<file path="config.mk">
export PLATFORM = sky130hd
export DESIGN_NAME = param_register_bank
export DESIGN_NICKNAME = d
export VERILOG_FILES = /design/src/rtl/register_bank_pkg.sv /design/src/rtl/param_register_cell.sv /design/src/rtl/param_register_bank.sv
export SDC_FILE = /design/constraint.sdc
export NUM_CORES = 1
export LEC_CHECK = 0
export BUFFER_PORTS_ARGS = -buffer_cell sky130_fd_sc_hd__buf_2
export CAP_MARGIN = 15
export CORE_MARGIN = 5
export CORE_UTILIZATION = 57
export CTS_BUF_LIST = sky130_fd_sc_hd__clkbuf_8
export CTS_CLUSTER_DIAMETER = 200
export DETAILED_ROUTE_END_ITERATION = 8
export HOLD_SLACK_MARGIN = 0.12
export PLACE_DENSITY_LB_ADDON = 0.15
export SLEW_MARGIN = 25
export SYNTH_ARGS = -nofsm -noshare
export SYNTH_HDL_FRONTEND = slang
export SYNTH_SLANG_ARGS = --single-unit
</file>
<file path="constraint.sdc">
create_clock -name Clock -period 6.26 [get_ports Clock]
set_input_delay 0.313 -clock Clock [delete_from_list [all_inputs] [get_ports Clock]]
set_output_delay 0.313 -clock Clock [all_outputs]
set_load 0.02 [all_outputs]
</file>
<file path="src/rtl/register_bank_pkg.sv">
// Shared definitions for the parametrised register bank: function-select
// codes and the read-select width helper.
package register_bank_pkg;

   localparam logic [2:0] FS_DEC   = 3'b000;
   localparam logic [2:0] FS_INC   = 3'b001;
   localparam logic [2:0] FS_LOAD  = 3'b010;
   localparam logic [2:0] FS_CLR   = 3'b011;
   localparam logic [2:0] FS_LOADL = 3'b100;
   localparam logic [2:0] FS_LOADH = 3'b101;
   localparam logic [2:0] FS_SHL   = 3'b110;
   localparam logic [2:0] FS_SHR   = 3'b111;

   // Never returns 0, so a select port always has at least one bit.
   function automatic int sel_width(input int n);
      return (n < 2) ? 1 : $clog2(n);
   endfunction

endpackage

</file>
<file path="src/rtl/param_register_cell.sv">
// One WIDTH-bit register with its sticky boundary flag, driven by the shared
// function select when enabled.
module param_register_cell
   import register_bank_pkg::*;
#(
   parameter int WIDTH    = 16,
   parameter int SATURATE = 0
) (
   input  logic             Clock,
   input  logic             Reset,
   input  logic [WIDTH-1:0] I,
   input  logic [2:0]       FunSel,
   input  logic             E,
   output logic [WIDTH-1:0] Q,
   output logic             Flag
);

   localparam int HALF = WIDTH / 2;

   logic [WIDTH-1:0] q_reg;
   logic             flag_reg;

   always_ff @(posedge Clock or posedge Reset) begin
      if (Reset) begin
         q_reg    <= '0;
         flag_reg <= 1'b0;
      end else if (E) begin
         case (FunSel)
            FS_DEC: begin
               if (q_reg == '0) begin
                  flag_reg <= 1'b1;
                  if (SATURATE != 0) q_reg <= '0;
                  else               q_reg <= '1;
               end else begin
                  q_reg <= q_reg - WIDTH'(1);
               end
            end
            FS_INC: begin
               if (q_reg == '1) begin
                  flag_reg <= 1'b1;
                  if (SATURATE != 0) q_reg <= '1;
                  else               q_reg <= '0;
               end else begin
                  q_reg <= q_reg + WIDTH'(1);
               end
            end
            FS_LOAD: begin
               q_reg    <= I;
               flag_reg <= 1'b0;
            end
            FS_CLR: begin
               q_reg    <= '0;
               flag_reg <= 1'b0;
            end
            // Both half loads take their data from the low half of I.
            FS_LOADL: q_reg[HALF-1:0]     <= I[HALF-1:0];
            FS_LOADH: q_reg[WIDTH-1:HALF] <= I[HALF-1:0];
            FS_SHL: begin
               q_reg <= {q_reg[WIDTH-2:0], 1'b0};
               if (q_reg[WIDTH-1]) flag_reg <= 1'b1;
            end
            FS_SHR: begin
               q_reg <= {1'b0, q_reg[WIDTH-1:1]};
               if (q_reg[0]) flag_reg <= 1'b1;
            end
            default: begin
               q_reg    <= q_reg;
               flag_reg <= flag_reg;
            end
         endcase
      end
   end

   assign Q    = q_reg;
   assign Flag = flag_reg;

endmodule

</file>
<file path="src/rtl/param_register_bank.sv">
// Bank of NUM_REGS register cells sharing data and function select, with two
// independent combinational read ports.
module param_register_bank
   import register_bank_pkg::*;
#(
   parameter int WIDTH    = 16,
   parameter int NUM_REGS = 4,
   parameter int SATURATE = 0
) (
   input  logic                                Clock,
   input  logic                                Reset,
   input  logic [WIDTH-1:0]                    I,
   input  logic [2:0]                          FunSel,
   input  logic [NUM_REGS-1:0]                 RegEn,
   input  logic [sel_width(NUM_REGS)-1:0]      OutASel,
   input  logic [sel_width(NUM_REGS)-1:0]      OutBSel,
   output logic [WIDTH-1:0]                    OutA,
   output logic [WIDTH-1:0]                    OutB,
   output logic [NUM_REGS-1:0]                 Flag
);

   localparam int SEL_W = sel_width(NUM_REGS);

   logic [WIDTH-1:0] q_arr [NUM_REGS];

   for (genvar gi = 0; gi < NUM_REGS; gi++) begin : g_cell
      param_register_cell #(
         .WIDTH    (WIDTH),
         .SATURATE (SATURATE)
      ) u_cell (
         .Clock  (Clock),
         .Reset  (Reset),
         .I      (I),
         .FunSel (FunSel),
         .E      (RegEn[gi]),
         .Q      (q_arr[gi]),
         .Flag   (Flag[gi])
      );
   end

   // Selects with no matching register fall through to zero.
   always_comb begin
      OutA = '0;
      OutB = '0;
      for (int k = 0; k < NUM_REGS; k++) begin
         if (OutASel == SEL_W'(k)) OutA = q_arr[k];
         if (OutBSel == SEL_W'(k)) OutB = q_arr[k];
      end
   end

endmodule

</file>
==> flow_summary_export.csv, run 1 <==
group,metric,value,unit
clock_tree,hold_buffers,1,
floorplan,num_rows,44,
routing,drt-total-wl,32.6,mm
timing,slew_viol_final,0,
synth,synth.net_count,1144,
critical_path,r2r-start,"g_cell[2].u_cell.Q[0]",
synth,yosysWarningCount,0,
timing,fmax,0.286,GHz
critical_path,cp_data_arrival_time,3770,ps
floorplan,initial_utilization,0.574,
final_layout,seq_area,1700,µm²
timing,fin_ws,2760,ps
clock_tree,cts_setup_buffers,0,
synth,synthTopCellsByCount,"111 x a21oi_1, 99 x clkbuf_1, 99 x nand2_1",
global_route,met1_usage,0.519,
synth,yosys.area.top_type,"dfrtp_1",
critical_path,crit_path_end_kind,"flip-flop",
place,port_buffers,64,
timing,finalClockSkew,7.56,ps
final_layout,drive_gt1_frac,0.129,
floorplan,die_w,130,µm
final_layout,area_delta_synth_final,3.83,%
global_route,gr-usage-all-layers,0.381,
routing,num_vias,9582,
critical_path,slowest_stage,"inv_2",
synth,synthCells,1103,
run,maxCapViolations,0,
global_route,use_met2,0.548,
critical_path,ff2ff_setup_slack,3430,ps
clock_tree,clk_latency,380,ps
final_layout,nets,1111,
min_path,whs_path_depth,2,
outcome,outcome,"finished, final reports clean",
synth,ys_ff_latch,68,
critical_path,startpoint_type,"input pin",
floorplan,dieHeight,130,µm
synth,syn_area,8240,µm²
timing,slew_headroom,0.267,
timing,hold_violations,0,
clock_tree,cts_tree,"yes",
timing,fin_crit_sh,0.559,
floorplan,die_area,17000,µm²
clock_tree,cts_root_buffer,"clkbuf_8",
synth,synth-main-ff-cell,"dfrtp_1",
final_layout,fill_cells,1319,
timing,rsz0062_at_grt,"no",
power_and_ir_drop,peakVddDrop,0.000150,V
critical_path,worstPathMaxFanout,52,
clock_tree,clockBufferDepth,2,
timing,fin_setup_tns,0,ps
critical_path,crit_required,6530,ps
routing,detailedRoute.firstPassIterationCount,8,
critical_path,cpPeakStageDelay,780,ps
routing,ant_nets,0,
final_layout,multi_input_comb_area,5950,µm²
critical_path,critical_path_class,"input pin to flip-flop",
clock_tree,htree_num_levels,3,
final_layout,diodes,0,
power_and_ir_drop,p_per_area,254,nW/µm²
routing,drc_errors,0,
global_route,grt_pass1_vias,8586,
floorplan,coreArea,14400,µm²
routing,drt-vias-per-instance,7.62,
critical_path,path_cells,"buf_2 -> inv_2 -> nand3_1 -> buf_4 -> a31oi_1 -> a21oi_1 -> nand3_1 -> mux2_1",
routing,drt_iter0_markers,2090,
critical_path,r2r_cells,7,
timing,finalSetupViolCount,0,
floorplan,num_io_pins,65,
routing,wl_per_cell,25.9,µm
timing,tightestPinTransition,1090,ps
clock_tree,cts_resized,0,
synth,synth_enable_flop_cells,0,
place,place_hpwl,22.7,mm
synth,avgSynthCellArea,7.47,µm²
global_route,gr-usage-met3,0.0843,
timing,post-route-min-period,3500,ps
global_route,grt_pass1_wl,49.7,mm
critical_path,timing.rr.end,"g_cell[2].u_cell.Flag",
synth,synth_cell_types,84,
synth,yosysMostFrequentCell,"a21oi_1",
min_path,hold_path_class,"input pin to flip-flop",
clock_tree,clkTransAtPathRegs,70,ps
critical_path,crit_path_end,"g_cell[2].u_cell.Flag",
synth,synth.area.top_cells,"dfrtp_1 21%, mux4_2 8.7%, a21oi_1 6.7%",
place,place.gp.congestion,1.01,
global_route,grt_overflow,0,
power_and_ir_drop,p_leak,3.11,nW
global_route,antenna_found_initial,0,
synth,synth_top_area_share,0.206,
place,pre_cts_slack,2630,ps
clock_tree,cts.sinks,68,
critical_path,critical_path.most_common_cell,"nand3_1",
global_route,top_usage_layer,"met2",
synth,synth-seq-area-share,0.206,
global_route,grt_max_degree,60,
critical_path,crit_path_start,"FunSel[1]",
synth,async_flop_share,1.00,
clock_tree,cts_made_buffers,9,
==> report_power, final <==
group | internal, W | switching (W)
Combinational | 0.000398 | 0.000539
Clock | 0.000147 | 0.000188
Sequential | 0.000530 | 0.000375
==> registers in the layout, summed over array words and instances (netlist names) <==
| name | count |
|---|---|
| g_cell.u_cell.Q | 64 |
| g_cell.u_cell.Flag | 4 |
==> metal layers <==
layer	routed length, µm	vias up
met5	0	-
met4	2460	0
met3	4320	172
met2	13700	833
met1	12100	4428
li1	-	4149
==> kinds of logic after synthesis <==
kind of cell | after synthesis | share of synthesized area
AOI/OAI and AO/OA | 406 | 0.324
buffers and inverters | 147 | 0.0721
xor gates and xnor gates | 32 | 0.0340
and+or+nand+nor | 393 | 0.242
adders and majority gates | 13 | 0.0194
muxes | 44 | 0.102
DFF | 68 | 0.206
==> metrics by stage <==
stage / utilization / cells / hold WS [ps] / area, µm² / total power (W)
floorplan: - / 1103 / 451 / 8240 / 0.00148
global placement: 0.584 / 1242 / 376 / 8380 / 0.00177
detailed placement: 0.584 / 1242 / 377 / 8380 / 0.00179
CTS: 0.595 / 1257 / 252 / 8550 / 0.00212
global route: 0.596 / 1257 / 266 / 8560 / 0.00227
finish: 0.596 / 1257 / 270 / 8560 / 0.00218
==> critical path, delay by kind of cell <==
family,cells,cell delay [ps]
AO/OA/AOI/OAI,2,790
buffers and inverters,3,1550
multiplexers,1,320
AND/OR/NAND/NOR,2,760
==> cell type report <==
| type | instances | share of cell area |
|---|---|---|
| Clock buffer | 10 | 0.0161 |
| Clock inverter | 4 | 0.00219 |
| Inverter | 27 | 0.0118 |
| Multi-Input combinational cell | 888 | 0.696 |
| Sequential cell | 68 | 0.199 |
| Tap cell | 184 | 0.0269 |
| Timing Repair Buffer | 76 | 0.0483 |
==> worst min-delay path by stage <==
stage,slack (ps),start,endpoint
final,270,RegEn[0],g_cell[0].u_cell.Flag
after global routing,270,RegEn[0],g_cell[0].u_cell.Flag
after CTS,250,RegEn[0],g_cell[0].u_cell.Flag
after detailed placement,380,Reset,g_cell[0].u_cell.Q[10]
after global placement,380,Reset,g_cell[0].u_cell.Q[10]
after floorplan,450,RegEn[0],g_cell[0].u_cell.Flag
==> cells in the final DEF, fill, tap and decap left out, drive strengths merged, types with 13 or more instances in the layout <==
cell / netlist / routed
a211oi: 13 / 13
a21oi: 111 / 111
a221oi: 17 / 17
a22oi: 15 / 15
a31oi: 24 / 24
and3: 14 / 14
buf: 21 / 75
dfrtp: 68 / 68
inv: 26 / 27
mux4: 32 / 32
nand2: 99 / 99
nand2b: 17 / 17
nand3: 43 / 43
nand4: 19 / 19
nor2: 81 / 81
nor3: 39 / 39
o21ai: 98 / 98
or3: 13 / 13
xnor2: 16 / 16
xor2: 16 / 16
Note: power is estimated with default switching activity, not from simulation.
==> inputs of run 2 (changes only) <==
==> constraint.sdc (replaced) <==
create_clock -name Clock -period 2.87 [get_ports Clock]
set_input_delay 0.1435 -clock Clock [delete_from_list [all_inputs] [get_ports Clock]]
set_output_delay 0.1435 -clock Clock [all_outputs]
set_load 0.02 [all_outputs]
==> flow_summary_export.csv, run 2 (same netlist as run 1, synthesis figures left out) <==
group,metric,value,unit
timing,finalClockSkew,10.8,ps
clock_tree,clkTransAtPathRegs,90,ps
timing,whs,156,ps
final_layout,diodes,0,
floorplan,coreArea,14400,µm²
global_route,grt_pass1_vias,8674,
critical_path,critical_path_class,"flip-flop to flip-flop",
floorplan,dieHeight,130,µm
final_layout,final_cell_mix,"111 x a21oi_1, 99 x nand2_1, 81 x nor2_1, 74 x buf_4, 68 x dfrtp_1",
timing,fin_crit_sh,0.938,
outcome,outcome,"finished, final reports clean",
timing,slew_headroom,0.408,
timing,fmax,0.371,GHz
critical_path,crit_required,3190,ps
clock_tree,cts.sinks,68,
critical_path,cp_data_arrival_time,3010,ps
routing,detailedRoute.firstPassIterationCount,7,
floorplan,num_io_pins,65,
timing,post-route-min-period,2690,ps
routing,num_vias,9749,
min_path,whs_endpoint,"g_cell[2].u_cell.Flag",
critical_path,timing.rr.end,"g_cell[1].u_cell.Q[3]",
critical_path,worstPathMaxFanout,14,
power_and_ir_drop,p_per_area,549,nW/µm²
global_route,grt_overflow,0,
final_layout,area_delta_synth_final,10.2,%
global_route,gr-usage-all-layers,0.390,
floorplan,die_w,130,µm
critical_path,crit_path_end_kind,"flip-flop",
final_layout,nets,1176,
critical_path,ff2ff_setup_slack,180,ps
place,port_buffers,64,
final_layout,drive_gt1_frac,0.179,
clock_tree,cts_made_buffers,9,
min_path,holdCritStartpoint,"RegEn[2]",
clock_tree,cts_tree,"yes",
clock_tree,htree_num_levels,3,
timing,slew_viol_final,0,
timing,finalSetupViolCount,0,
place,place.gp.congestion,1.06,
power_and_ir_drop,p_leak,3.43,nW
min_path,whs_path_depth,3,
critical_path,r2r-start,"g_cell[1].u_cell.Q[11]",
global_route,antenna_found_initial,0,
final_layout,final_common_cell,"a21oi_1",
floorplan,die_area,17000,µm²
timing,tightestPinTransition,884,ps
routing,drt-total-wl,33.4,mm
routing,ant_nets,0,
final_layout,seq_area,1700,µm²
run,maxCapViolations,0,
routing,drt-vias-per-instance,7.36,
routing,drc_errors,0,
floorplan,initial_utilization,0.574,
clock_tree,clk_latency,380,ps
routing,wl_per_cell,25.2,µm
critical_path,r2r_cells,5,
clock_tree,cts_root_buffer,"clkbuf_8",
final_layout,fill_cells,1325,
timing,fin_setup_tns,0,ps
critical_path,startpoint_type,"flip-flop",
routing,drt_iter0_markers,1727,
global_route,grt_max_degree,69,
min_path,hold_path_class,"input pin to flip-flop",
clock_tree,clockBufferDepth,2,
timing,hold_violations,0,
final_layout,largest_reg_flops,64,
power_and_ir_drop,peakVddDrop,0.000331,V
final_layout,multi_input_comb_area,5950,µm²
global_route,grt_pass1_wl,50.4,mm
floorplan,num_rows,44,
timing,rsz0062_at_grt,"no",
place,place_hpwl,24.1,mm
run 2: cell count changes in the layout (fill, tap and decap cells not counted):
cell           previous run  this run
a2bb2oi_1                 6         7
a2bb2oi_2                 1         0
buf_16                    0         1
buf_4                    11        74
clkinv_2                  3         2
clkinvlp_4                0         4
dlygate4sd3_1             1         2
inv_1                    23        22
run 2: cell type report:
type / count / area share
clock buffer: 10 / 0.0152
timing repair buffer: 141 / 0.102
inverter: 27 / 0.0112
sequential: 68 / 0.187
tap: 184 / 0.0253
multi-input combinational: 888 / 0.655
clock inverter: 6 / 0.00441
run 2: repair_timing:
| action | in CTS | in global routing |
|---|---|---|
| resized for setup | 0 | 0 |
| buffers inserted | 0 | 0 |
| hold buffers | 2 | 0 |
| hold endpoints to repair | 69 | 0 |
run 2: power breakdown:
group          internal, W  leakage [nW]  switching (W)  total [W]
registers          0.00116         0.791       0.000557    0.00172
logic              0.00101          2.56        0.00147    0.00249
clock network     0.000334        0.0803       0.000448   0.000781
total              0.00251          3.43        0.00248    0.00499
run 2: metal layers:
| metal | vias up | track usage | wire length, µm |
|---|---|---|---|
| li1 | 4268 | - | - |
| met1 | 4444 | 0.527 | 12300 |
| met2 | 837 | 0.547 | 13700 |
| met3 | 200 | 0.110 | 4800 |
| met4 | 0 | 0.249 | 2630 |
| met5 | - | 0 | 0 |
run 2: critical path: stages (launching register included):
cell and delay, ps:
dfrtp_1 570, nor4_1 800, nand4_1 330, and2_1 390, a2111o_1 400, a21oi_1 130
run 2: worst max path at each step:
stage	startpoint	endpoint	slack (ps)	cells after the start
finish	g_cell[1].u_cell.Q[11]	g_cell[1].u_cell.Q[3]	180	5
global route	g_cell[1].u_cell.Q[11]	g_cell[1].u_cell.Q[7]	90	6
CTS	g_cell[1].u_cell.Q[11]	g_cell[1].u_cell.Q[3]	270	5
detailed placement	g_cell[1].u_cell.Q[11]	g_cell[1].u_cell.Q[3]	270	5
global placement	g_cell[1].u_cell.Q[11]	g_cell[1].u_cell.Q[3]	310	5
floorplan	g_cell[2].u_cell.Q[0]	g_cell[2].u_cell.Q[1]	590	8
run 2: stage by stage:
step           setup slack [ps]  power (W)  std cells  instance area (µm²)  utilization
2_1_floorplan               589    0.00324       1103                 8240            -
3_3_place_gp                309    0.00407       1305                 8860        0.616
4_1_cts                     266    0.00487       1323                 9050        0.630
5_1_grt                    91.3    0.00520       1324                 9080        0.632
3_5_place_dp                272    0.00408       1305                 8860        0.616
6_report                    178    0.00499       1324                 9080        0.632
==> inputs of run 3 (changes only) <==
--- a/config.mk
+++ b/config.mk
@@ -5,10 +5,11 @@
 export SDC_FILE = /design/constraint.sdc
 export NUM_CORES = 1
 export LEC_CHECK = 0
+export ABC_AREA = 1
 export BUFFER_PORTS_ARGS = -buffer_cell sky130_fd_sc_hd__buf_2
 export CAP_MARGIN = 15
 export CORE_MARGIN = 5
-export CORE_UTILIZATION = 57
+export CORE_UTILIZATION = 45
 export CTS_BUF_LIST = sky130_fd_sc_hd__clkbuf_8
 export CTS_CLUSTER_DIAMETER = 200
 export DETAILED_ROUTE_END_ITERATION = 8
==> constraint.sdc (replaced) <==
create_clock -name Clock -period 3.1 [get_ports Clock]
set_input_delay 0.155 -clock Clock [delete_from_list [all_inputs] [get_ports Clock]]
set_output_delay 0.155 -clock Clock [all_outputs]
set_load 0.02 [all_outputs]
==> flow_summary_export.csv, run 3 <==
group,metric,value,unit
global_route,grt_pass1_vias,9886,
synth,synth_cell_types,30,
clock_tree,clockBufferDepth,2,
power_and_ir_drop,power,0.00460,W
power_and_ir_drop,p_per_area,512,nW/µm²
power_and_ir_drop,p_seq_frac,0.328,
critical_path,cp_data_arrival_time,2680,ps
final_layout,fill_cells,2006,
clock_tree,cts_setup_buffers,0,
clock_tree,cts_tree,"yes",
synth,synth_enable_flop_cells,0,
power_and_ir_drop,p_comb_frac,0.489,
routing,drt-vias-per-instance,6.14,
global_route,grt_max_degree,34,
final_layout,multi_input_comb_area,5850,µm²
clock_tree,cts_root_buffer,"clkbuf_8",
synth,avgSynthCellArea,5.40,µm²
place,port_buffers,64,
synth,synth-seq-area-share,0.203,
final_layout,stdcell_count,1797,
min_path,whs_path_depth,5,
clock_tree,cts_resized,0,
routing,wl_per_cell,21.2,µm
synth,synth.net_count,1592,
routing,drt_iter0_markers,1759,
floorplan,die_w,146,µm
place,place_hpwl,28.5,mm
synth,synth_top_area_share,0.229,
timing,fmax,0.427,GHz
place,place.gp.congestion,0.999,
floorplan,coreArea,18100,µm²
final_layout,largest_reg_flops,64,
clock_tree,htree_num_levels,3,
timing,finalClockSkew,12.4,ps
floorplan,die_area,21400,µm²
synth,yosysWarningCount,0,
routing,drt-total-wl,38.2,mm
power_and_ir_drop,peakVddDrop,0.000297,V
timing,fin_crit_sh,0.755,
floorplan,num_rows,49,
synth,synth-main-ff-cell,"dfrtp_1",
global_route,grt_pass1_wl,57.8,mm
timing,slew_headroom,0.387,
synth,syn_area,8370,µm²
timing,hold_violations,0,
outcome,outcome,"finished, final reports clean",
clock_tree,clk_latency,390,ps
final_layout,seq_area,1700,µm²
floorplan,num_io_pins,65,
critical_path,worstPathMaxFanout,10,
routing,drc_errors,0,
synth,ys_ff_latch,68,
global_route,antenna_found_initial,0,
routing,detailedRoute.firstPassIterationCount,6,
power_and_ir_drop,power.share.clock,0.183,
run,maxCapViolations,0,
timing,post-route-min-period,2340,ps
timing,fin_setup_tns,0,ps
power_and_ir_drop,p_leak,4.33,nW
clock_tree,clkTransAtPathRegs,90,ps
floorplan,dieHeight,146,µm
clock_tree,cts.sinks,68,
timing,rsz0062_at_grt,"no",
synth,synth.area.top_cells,"nand2_1 23%, dfrtp_1 20%, nand3_1 12%",
final_layout,final_cell_mix,"511 x nand2_1, 243 x nor2_1, 206 x nand3_1, 121 x inv_1",
synth,async_flop_share,1.00,
final_layout,final_common_cell,"nand2_1",
power_and_ir_drop,switchingPower,0.00247,W
synth,yosys.area.top_type,"nand2_1",
clock_tree,cts_made_buffers,9,
critical_path,r2r_cells,10,
synth,synthCells,1551,
min_path,hold_path_class,"input pin to flip-flop",
critical_path,crit_path_end_kind,"flip-flop",
critical_path,startpoint_type,"flip-flop",
clock_tree,hold_buffers,1,
floorplan,initial_utilization,0.461,
power_and_ir_drop,p_sw_frac,0.538,
routing,num_vias,11000,
synth,yosysMostFrequentCell,"nand2_1",
timing,finalSetupViolCount,0,
critical_path,crit_required,3430,ps
critical_path,critical_path_class,"flip-flop to flip-flop",
final_layout,drive_gt1_frac,0.0778,
global_route,grt_overflow,0,
final_layout,diodes,0,
place,dp.cells,1780,
final_layout,nets,1604,
final_layout,area_delta_synth_final,7.11,%
synth,synthTopCellsByCount,"511 x nand2_1, 243 x nor2_1, 207 x nand3_1",
timing,tightestPinTransition,917,ps
power_and_ir_drop,p_int,0.00212,W
routing,ant_nets,0,
global_route,gr-usage-all-layers,0.344,
timing,slew_viol_final,0,
==> run 3: changes by cell type after synthesis, moves of 32 or more <==
cell      change
o22ai_1      +68
nand2_1     +412
mux4_2       -32
a21oi_1      -58
nor3_1       -35
inv_1        +97
nor2_1      +162
clkbuf_1     -51
nand3_1     +164
==> run 3: cell families (layout without fill, tap and decap cells) <==
group,after synthesis,count (layout),synth area share
xor gates and xnor gates,22,22,0.0230
buffers and inverters,207,224,0.0988
adders and majority gates,12,12,0.0179
and+or+nand+nor,1024,1024,0.511
AOI/OAI and AO/OA,218,218,0.146
DFF,68,68,0.203
==> run 3: path summary, 6_finish.rpt <==
kind / startpoint / slack, ps / end
max: g_cell[1].u_cell.Q[0] / 760 / g_cell[1].u_cell.Q[7]
min: RegEn[3] / 200 / g_cell[3].u_cell.Flag
max reg2reg: g_cell[1].u_cell.Q[0] / 760 / g_cell[1].u_cell.Q[7]
min reg2reg: g_cell[0].u_cell.Flag / 510 / g_cell[0].u_cell.Flag
max in group asynchronous: Reset / 1800 / g_cell[1].u_cell.Q[14]
min in group asynchronous: Reset / 470 / g_cell[3].u_cell.Q[1]
==> run 3: power groups by stage <==
stage	logic [W]	clock network, W	registers, W
3_5_place_dp	0.00218	0	0.00150
6_report	0.00225	0.000841	0.00151
5_1_grt	0.00246	0.000878	0.00153
2_1_floorplan	0.00179	0	0.00115
4_1_cts	0.00219	0.000842	0.00148
3_3_place_gp	0.00217	0	0.00150
==> run 3: per-stage QoR <==
step | cell area, µm² | hold WS [ps] | utilization | worst slack, ps
2_1_floorplan | 8370 | 409 | - | 1230
3_3_place_gp | 8750 | 356 | 0.482 | 894
3_5_place_dp | 8750 | 370 | 0.482 | 887
4_1_cts | 8970 | 191 | 0.494 | 889
5_1_grt | 8970 | 242 | 0.494 | 665
6_report | 8970 | 197 | 0.494 | 760
==> run 3: final cells by class <==
class,count,area share
flip-flops and latches,68,0.190
multi-input cells,1276,0.652
clock buffers,11,0.0169
clock inverters,5,0.00586
repair buffers,81,0.0502
well taps,229,0.0320
inverters,127,0.0532
==> run 3: metal layers <==
layer  track usage  wire length, µm
met5             0                0
met4         0.181             2080
met3        0.0564             4490
met2         0.518            16400
met1         0.474            15200
==> run 3: worst max-delay path, stage by stage (launching register included) <==
cell     delay, ps
dfrtp_1        450
ha_1           250
nand3_1        130
inv_1          110
nand2_1        120
nor2_1          60
nor2_1         690
o21ai_0        210
nand2_1        100
nand3_1         60
nand2_1         90
